<file path="src/rtl/mips_pkg.sv">
// mips_pkg: PC source encodings, fetch FSM states and the default NOP word
package mips_pkg;
  localparam logic [1:0] PC_SEQ = 2'b00;
  localparam logic [1:0] PC_BR = 2'b01;
  localparam logic [1:0] PC_J = 2'b10;
  localparam logic [31:0] NOP = 32'h0000_0000;
  typedef enum logic [1:0] {FETCH, HOLD, DRAIN} fetch_state_e;
endpackage

</file>
<file path="src/rtl/fetch_stage_if.sv">
// fetch_stage_if: instruction memory request/response bus
interface fetch_stage_if;
  logic imem_req;
  logic [31:0] imem_addr;
  logic imem_ack;
  logic [31:0] imem_rdata;
  modport master(output imem_req, imem_addr, input imem_ack, imem_rdata);
  modport slave(input imem_req, imem_addr, output imem_ack, imem_rdata);
endinterface

</file>
<file path="src/rtl/if_id_reg.sv">
// if_id_reg: IF/ID pipeline register; flush beats load, otherwise hold
module if_id_reg import mips_pkg::*; #(
  parameter logic [31:0] NOP_INST = NOP
) (
  input  logic        clk,
  input  logic        rst,
  input  logic        flush,
  input  logic        load,
  input  logic [31:0] inst_in,
  input  logic [31:0] pc4_in,
  input  logic        valid_in,
  output logic [31:0] inst,
  output logic [31:0] pc4,
  output logic        valid
);
  logic [31:0] inst_q, inst_d, pc4_q, pc4_d;
  logic valid_q, valid_d;
  always_comb begin
    inst_d = flush ? NOP_INST : load ? inst_in : inst_q;
    pc4_d = flush ? '0 : load ? pc4_in : pc4_q;
    valid_d = flush ? 1'b0 : load ? valid_in : valid_q;
  end
  always_ff @(posedge clk) begin
    if (rst) begin
      inst_q <= NOP_INST;
      pc4_q <= '0;
      valid_q <= 1'b0;
    end else begin
      inst_q <= inst_d;
      pc4_q <= pc4_d;
      valid_q <= valid_d;
    end
  end
  assign inst = inst_q;
  assign pc4 = pc4_q;
  assign valid = valid_q;
endmodule

</file>
<file path="src/rtl/fetch_stage.sv">
// fetch_stage: PC, fetch FSM, hold buffer and next-PC mux feeding the IF/ID register
module fetch_stage import mips_pkg::*; #(
  parameter logic [31:0] RESET_PC = 32'h0000_0000,
  parameter logic [31:0] NOP_INST = NOP
) (
  input  logic          clk,
  input  logic          rst,
  input  logic [1:0]    PCSrc,
  input  logic          IFflush,
  input  logic          hazard,
  input  logic [31:0]   BranchTarget,
  fetch_stage_if.master imem,
  output logic [31:0]   IFID_Inst,
  output logic [31:0]   IFID_PC4,
  output logic          IFID_valid
);
  fetch_state_e state_q, state_d;
  logic [31:0] pc_q, pc_d, redirect_pc_q, redirect_pc_d;
  logic [31:0] hold_inst_q, hold_inst_d, hold_pc4_q, hold_pc4_d;
  logic [31:0] pc4, target, ifid_inst_in, ifid_pc4_in;
  logic redirect, ack, ifid_load, ifid_valid_in;
  assign pc4 = pc_q + 32'd4;
  assign redirect = PCSrc == PC_BR || PCSrc == PC_J;
  assign target = PCSrc == PC_BR ? BranchTarget : {IFID_PC4[31:28], IFID_Inst[25:0], 2'b00};
  assign ack = imem.imem_ack && state_q != HOLD;
  assign imem.imem_req = !rst && state_q != HOLD;
  assign imem.imem_addr = pc_q;
  always_comb begin
    state_d = state_q;
    pc_d = pc_q;
    redirect_pc_d = redirect_pc_q;
    hold_inst_d = hold_inst_q;
    hold_pc4_d = hold_pc4_q;
    // IF/ID takes a bubble each cycle unless stalled or a real word arrives
    ifid_load = !hazard;
    ifid_inst_in = NOP_INST;
    ifid_pc4_in = '0;
    ifid_valid_in = 1'b0;
    case (state_q)
      FETCH: begin
        if (redirect) begin
          if (ack) pc_d = target;
          else begin
            redirect_pc_d = target;
            state_d = DRAIN;
          end
        end else if (ack) begin
          pc_d = pc4;
          if (hazard) begin
            hold_inst_d = imem.imem_rdata;
            hold_pc4_d = pc4;
            state_d = HOLD;
          end else begin
            ifid_inst_in = imem.imem_rdata;
            ifid_pc4_in = pc4;
            ifid_valid_in = 1'b1;
          end
        end
      end
      HOLD: begin
        if (redirect) begin
          pc_d = target;
          state_d = FETCH;
        end else if (!hazard) begin
          ifid_inst_in = hold_inst_q;
          ifid_pc4_in = hold_pc4_q;
          ifid_valid_in = 1'b1;
          state_d = FETCH;
        end
      end
      DRAIN: begin
        redirect_pc_d = redirect ? target : redirect_pc_q;
        if (ack) begin
          pc_d = redirect_pc_d;
          state_d = FETCH;
        end
      end
      default: state_d = FETCH;
    endcase
  end
  always_ff @(posedge clk) begin
    if (rst) begin
      state_q <= FETCH;
      pc_q <= RESET_PC;
      redirect_pc_q <= '0;
      hold_inst_q <= NOP_INST;
      hold_pc4_q <= '0;
    end else begin
      state_q <= state_d;
      pc_q <= pc_d;
      redirect_pc_q <= redirect_pc_d;
      hold_inst_q <= hold_inst_d;
      hold_pc4_q <= hold_pc4_d;
    end
  end
  if_id_reg #(.NOP_INST(NOP_INST)) u_if_id (
    .clk(clk),
    .rst(rst),
    .flush(IFflush),
    .load(ifid_load),
    .inst_in(ifid_inst_in),
    .pc4_in(ifid_pc4_in),
    .valid_in(ifid_valid_in),
    .inst(IFID_Inst),
    .pc4(IFID_PC4),
    .valid(IFID_valid)
  );
endmodule

</file>
<file path="src/flat_wrapper.sv">
// flat-port wrapper written by rule: the top's interface ports become plain ports
module fetch_stage_flat import mips_pkg::*;
#(
  parameter logic [31:0] RESET_PC = 32'h0000_0000,
  parameter logic [31:0] NOP_INST = NOP
)
  (clk, rst, PCSrc, IFflush, hazard, BranchTarget, IFID_Inst, IFID_PC4, IFID_valid, imem_imem_req, imem_imem_addr, imem_imem_ack, imem_imem_rdata);
  fetch_stage_if imem_i ();
  input  logic clk;
  input  logic rst;
  input  logic [1:0] PCSrc;
  input  logic IFflush;
  input  logic hazard;
  input  logic [31:0] BranchTarget;
  output logic [31:0] IFID_Inst;
  output logic [31:0] IFID_PC4;
  output logic IFID_valid;
  output wire logic [$bits(imem_i.imem_req)-1:0] imem_imem_req;
  output wire logic [$bits(imem_i.imem_addr)-1:0] imem_imem_addr;
  input wire logic [$bits(imem_i.imem_ack)-1:0] imem_imem_ack;
  input wire logic [$bits(imem_i.imem_rdata)-1:0] imem_imem_rdata;
  assign imem_imem_req = imem_i.imem_req;
  assign imem_imem_addr = imem_i.imem_addr;
  assign imem_i.imem_ack = imem_imem_ack;
  assign imem_i.imem_rdata = imem_imem_rdata;
  fetch_stage #(.RESET_PC(RESET_PC), .NOP_INST(NOP_INST)) u_core (.clk(clk), .rst(rst), .PCSrc(PCSrc), .IFflush(IFflush), .hazard(hazard), .BranchTarget(BranchTarget), .imem(imem_i), .IFID_Inst(IFID_Inst), .IFID_PC4(IFID_PC4), .IFID_valid(IFID_valid));
endmodule
</file>
<file path="config.mk">
export PLATFORM = sky130hd
export DESIGN_NAME = fetch_stage_flat
export DESIGN_NICKNAME = d
export VERILOG_FILES = /design/src/rtl/mips_pkg.sv /design/src/rtl/fetch_stage_if.sv /design/src/rtl/if_id_reg.sv /design/src/rtl/fetch_stage.sv /design/src/flat_wrapper.sv
export SDC_FILE = /design/constraint.sdc
export NUM_CORES = 1
export LEC_CHECK = 0
export ABC_CLOCK_PERIOD_IN_PS = 3400
export CORE_MARGIN = 2
export CORE_UTILIZATION = 25
export CTS_CLUSTER_SIZE = 24
export DETAILED_ROUTE_END_ITERATION = 7
export PLACE_DENSITY = 0.42
export SYNTH_ARGS = -nofsm -noshare
export SYNTH_HDL_FRONTEND = slang
export SYNTH_SLANG_ARGS = --single-unit
</file>
<file path="constraint.sdc">
create_clock -name clk -period 3.4 [get_ports clk]
set_input_delay 1.02 -clock clk [delete_from_list [all_inputs] [get_ports clk]]
set_output_delay 1.02 -clock clk [all_outputs]
set_load 0.05 [all_outputs]
</file>
Word level (Yosys, flattened, before mapping)
Index checks and enable logic that the tools add are counted.
W data, S select, Z words.
{ "totals": {"register_bits": 195, "word_cells": 67} }
{ "op_classes": {"add_sub_neg": 1, "eq_ne": 14, "mux": 31, "bitwise": 1, "n_reduce_logical": 12} }
{ "ops": {"columns": ["cell", "count"], "rows": [
  ["$mux W32", 15],
  ["$pmux W32 S2", 3],
  ["$pmux W32 S3", 1],
  ["$add A32 B3 Y32 const B", 1],
  ["$mux W2", 7],
  ["$ne A2 B1 Y1 const B", 5],
  ["$reduce_and A4 Y1", 2],
  ["$ne A3 B2 Y1 const B", 2],
  ["$pmux W2 S3", 1],
  ["$reduce_and A5 Y1", 1],
  ["$eq A2 B1 Y1 const B", 2],
  ["$eq A2 B2 Y1 const B", 2],
  ["$mux W1", 3],
  ["$ne A3 B1 Y1 const B", 1],
  ["$ne A3 B3 Y1 const B", 1],
  ["$reduce_and A3 Y1", 1],
  ["$reduce_bool A3 Y1", 1],
  ["$logic_and A1 B1 Y1", 2],
  ["$logic_not A2 Y1", 1],
  ["$ne A2 B2 Y1 const B", 1],
  ["$pmux W1 S2", 1],
  ["$reduce_bool A2 Y1", 1],
  ["$reduce_or A2 Y1", 1],
  ["$logic_not A1 Y1", 1],
  ["2 further kinds", 2]
]} }

Logic depth before layout (Yosys ltp)
{ "depth": {"word_depth": 5, "depth_mapped": 10, "depth_no_buf": 7} }

By module
A second synthesis with hierarchy kept.
{ "hier_totals": {"hier_cells": 1150, "hier_area_um2": 9701.8} }
{ "modules_own_cells": {"columns": ["module", "n_inst", "cells_each", "area_each_um2", "seq_area_each_um2"], "rows": [
  ["fetch_stage", 1, 940, 7363.3, 2602.5],
  ["if_id_reg", 1, 210, 2338.5, 1301.2]
]} }

Worst setup path after synthesis
OpenSTA, ideal clock, no wires.
{ "synth_timing": {"path_type": "input to output", "start": "input rst", "end": "output imem_imem_req", "t_arrival_ns": 2.248, "required_time_ns": 2.380, "slack_ns": 0.132, "path_stages": 4, "path_cell_list": "clkbuf_1 clkbuf_1 buf_1 nor2_1"} }
{ "synth_between": {"elab_chain_cells": 2} }
{ "synth_rtl": {"columns": ["element", "line_no", "text"], "rows": [
  ["start: declaration", "flat_wrapper.sv:10", "input logic rst;"],
  ["$logic_not A1 Y1", "fetch_stage.sv:26", "assign imem.imem_req = !rst && state_q != HOLD;"],
  ["$logic_and A1 B1 Y1", "fetch_stage.sv:26", null],
  ["end: declaration", "flat_wrapper.sv:18", "output wire logic [$bits(imem_i.imem_req)-1:0] imem_imem_req;"]
]} }
No other way between the ends.

Worst setup path in the final report
{ "layout_timing": {"start": "register u_core.pc_q[5] (netlist: u_core.imem.imem_addr[5])", "end": "output imem_imem_addr[5]"} }
{ "layout_rtl": {"columns": ["element", "line_no", "text"], "rows": [
  ["start: declaration", "fetch_stage.sv:18", "logic [31:0] pc_q, pc_d, redirect_pc_q, redirect_pc_d;"],
  ["start signal: assignment", "fetch_stage.sv:90", "pc_q <= pc_d;"],
  ["end: declaration", "flat_wrapper.sv:19", "output wire logic [$bits(imem_i.imem_addr)-1:0] imem_imem_addr;"]
]} }
No word-level cell between the ends.

==> flow_summary.rst <==
.. list-table::
   :header-rows: 1

   * - Metric
     - Value
   * - Final Core Density
     - 0.335
   * - Layout-stage area growth over the synthesis result
     - 32.4%
   * - Static Leakage
     - 4.16 nW
   * - Number of buffer cells added on primary ports
     - approximately 170
   * - Post-route antenna net violation count
     - 0
   * - Final min period
     - 2.96 ns
   * - Global-route wire length before repair
     - 56600 µm
   * - Root Driver
     - sky130_fd_sc_hd__clkbuf_16
   * - Vias per Instance
     - a little under 5
   * - Count of yosys warnings during synthesis
     - 0
   * - Synth Net Count
     - 1282
   * - Clock buffers created by TritonCTS
     - 17
   * - Post-route fraction of the period consumed by the critical path
     - 0.870
   * - Count of endpoints failing hold in the final timing report
     - 0
   * - Commonest non-fill, non-tap cell in the layout
     - sky130_fd_sc_hd__dfxtp_1
   * - MaxCap Viol Count
     - 0
   * - WL/cell
     - 20.0 µm
   * - Number of top-level pins
     - 169
   * - Worst skew pair latency
     - 0.45 ns
   * - Avg Synthesized Cell Area
     - just under 8 µm²
   * - Effective utilization at floorplan
     - 0.253
   * - Max-slew headroom at the worst pin
     - 0.413
   * - Highest net fanout along the worst path
     - 7
   * - Number of remaining DRC errors
     - 0
   * - Library cells used by synthesis
     - 70
   * - Number of antenna violations at the first check in global routing
     - 0
   * - Non-filler instance count after layout
     - 1872
   * - Total power consumption of the routed design
     - 6.04 mW
   * - Netlist Area Pre-Place
     - 9520 µm²
   * - Number of hold buffers added after CTS
     - 0
   * - Post-detailed-placement half-perimeter wirelength
     - 26900 µm
   * - Summed area of non-filler cells in the final layout
     - 12600 µm²
   * - Count of H-tree levels built during CTS
     - 4
   * - Final nets
     - approximately 1400
   * - Type of element capturing the critical path
     - output pin
   * - Path class of the lowest-slack min-delay path
     - reg -> reg
   * - Fraction of layout cells with a size suffix above 1
     - 0.0926
   * - Post-Synthesis Cells
     - 1205
   * - Via total after detailed routing
     - 9282
   * - Chip width
     - 199 µm
   * - DRC marker count from the first detailed-route iteration
     - 592
   * - Overall Global Routing Usage
     - 0.190
   * - Most used cells in the layout excluding fill and tap cells
     - sky130_fd_sc_hd__dfxtp_1, sky130_fd_sc_hd__nor2_1, sky130_fd_sc_hd__clkdlybuf4s50_1
   * - RSZ-0062 raised after global routing
     - false
   * - Total grt overflow
     - 0
   * - Slew at the pin closest to its max-slew limit
     - 0.873 ns
   * - CP Data Arrival Time
     - ~1.9 ns
   * - Placed cell area
     - 12000 µm²
   * - Clock transition time at the flip-flop clock pins of the worst setup and hold paths
     - 0.07 ns
   * - Area of the die
     - 39600 µm²
   * - Delay of the slowest critical-path stage
     - around 0.95 ns
   * - Achievable frequency
     - roughly 340 MHz
   * - Floorplan Core Area
     - 37600 µm²
   * - Count of buffering cells on the critical path with inverters included
     - 1
   * - Global placer's final weighted congestion
     - 0.809
   * - Number of flops mapped to enable cells by yosys
     - 0
   * - Worst VDD drop
     - ~0.00037 V
   * - Status
     - finished clean
   * - CTS-repair resized insts
     - 0
   * - Number of placed cells counting well taps
     - 1840
   * - Buffers inserted by post-CTS timing repair
     - 0
   * - Vias in the first global route
     - 9070
   * - Required time at the worst-slack endpoint
     - 2.38 ns
   * - Die outline height
     - about 200 µm
   * - Top delay family on crit path
     - buffers and inverters
   * - Site row count
     - 71
   * - Maximum clock skew at final layout
     - about 0.014 ns
   * - Pre-Repair DR Iteration Count
     - 4
   * - Total negative slack
     - 0 ns
   * - Ant. Diodes
     - 0
   * - Number of register bits inferred by synthesis
     - 195
   * - Final setup violation count
     - 0
   * - Cell chain of the critical path
     - clkdlybuf4s50_1
   * - Startpoint kind of the worst setup timing path
     - register
   * - Share of flip-flops with an asynchronous set or reset
     - 0
   * - Most frequently used flop master after synthesis
     - sky130_fd_sc_hd__dfxtp_1
   * - Clock sink count
     - ~200
   * - Setup Crit Path Kind
     - reg -> out
   * - Total routed wirelength
     - 37500 µm
   * - Cell at the slowest stage of the critical path
     - sky130_fd_sc_hd__clkdlybuf4s50_1
   * - Maximum number of pins on one net before global-route repair
     - 90
   * - TritonCTS clock tree
     - yes
   * - Part of the Yosys area used for sequential elements
     - 0.410
   * - Max-slew violation count
     - 0
   * - Maximum buffer depth of the clock tree
     - 2
   * - Power per cell area
     - 480 nW/µm²
-- layout make-up --
class / instances / area (µm²)
Inverter: 9 / 33.8
Tap cell: 511 / 639
Clock buffer: 21 / 460
Multi-Input combinational cell: 897 / 5140
Clock inverter: 11 / 125
Fill cell: 3975 / 25000
Timing Repair Buffer: 228 / 2300
Sequential cell: 195 / 3900
-- Yosys cell counts, types with 9 or more instances --
library cell / n / share of area
sky130_fd_sc_hd__a211oi_1: 42 / 0.033
sky130_fd_sc_hd__a21boi_0: 16 / 0.013
sky130_fd_sc_hd__a21oi_1: 122 / 0.064
sky130_fd_sc_hd__a22oi_1: 48 / 0.038
sky130_fd_sc_hd__and3_1: 9 / 0.0059
sky130_fd_sc_hd__buf_1: 9 / 0.0035
sky130_fd_sc_hd__buf_2: 11 / 0.0058
sky130_fd_sc_hd__clkbuf_1: 76 / 0.030
sky130_fd_sc_hd__dfxtp_1: 195 / 0.41
sky130_fd_sc_hd__mux2_2: 10 / 0.012
sky130_fd_sc_hd__mux2i_1: 31 / 0.033
sky130_fd_sc_hd__nand2_1: 157 / 0.062
sky130_fd_sc_hd__nand2b_1: 9 / 0.0059
sky130_fd_sc_hd__nand3_1: 28 / 0.015
sky130_fd_sc_hd__nand4_1: 9 / 0.0059
sky130_fd_sc_hd__nor2_1: 183 / 0.072
sky130_fd_sc_hd__nor3_1: 28 / 0.015
sky130_fd_sc_hd__nor4_1: 10 / 0.0066
sky130_fd_sc_hd__o21ai_0: 48 / 0.025
sky130_fd_sc_hd__o22ai_1: 10 / 0.0066
sky130_fd_sc_hd__xnor2_1: 12 / 0.011
-- logic make-up after synthesis --
kind of cell / count (synthesis) / share of synthesized area
AO/OA/AOI/OAI: 359 / 0.245
XOR/XNOR: 20 / 0.0184
adder cells (fa/ha/maj): 6 / 0.00789
buffers and inverters: 113 / 0.0519
flip-flops: 195 / 0.410
multiplexers: 41 / 0.0444
AND/OR/NAND/NOR: 471 / 0.222
-- layer usage --
layer	wire length, µm	track usage	up-vias
li1	-	-	4580
met1	17600	0.256	4485
met4	480	0.0428	0
met5	0	0	-
met3	1860	0.0419	22
met2	17600	0.311	195
-- metrics by stage --
step / setup WS (ns) / hold slack, ns
after floorplan: 0.132 / 0.434
after global placement: 0.147 / 0.442
after detailed placement: 0.113 / 0.446
after CTS: 0.427 / 0.457
after global routing: 0.388 / 0.474
final: 0.441 / 0.456
-- flip-flops by register name (all words and copies together), names as in the netlist --
signal,cells
u_core.u_if_id.inst,32
u_core.hold_inst_q,32
u_core.hold_pc4_q,32
u_core.u_if_id.valid,1
u_core.imem.imem_addr,32
u_core.state_q,2
u_core.redirect_pc_q,32
u_core.u_if_id.pc4,32
-- worst paths after layout --
| check | slack, ns | to | depth (start not counted) | startpoint |
|---|---|---|---|---|
| hold / removal | 0.46 | u_core.hold_inst_q[9] | 2 | u_core.hold_inst_q[9] |
| setup reg to reg | 0.78 | u_core.u_if_id.pc4[31] | 5 | u_core.imem.imem_addr[2] |
| hold reg to reg | 0.46 | u_core.hold_inst_q[9] | 2 | u_core.hold_inst_q[9] |
| setup / recovery | 0.44 | imem_imem_addr[5] | 1 | u_core.imem.imem_addr[5] |
-- power by group --
| group | switching, mW | internal [mW] | leakage (nW) |
|---|---|---|---|
| clock network | 0.963 | 1.13 | 0.284 |
| registers | 0.136 | 2.41 | 1.58 |
| logic | 0.872 | 0.532 | 2.29 |
| total | 1.97 | 4.07 | 4.16 |
No activity file was read; power rests on OpenSTA's default activity.
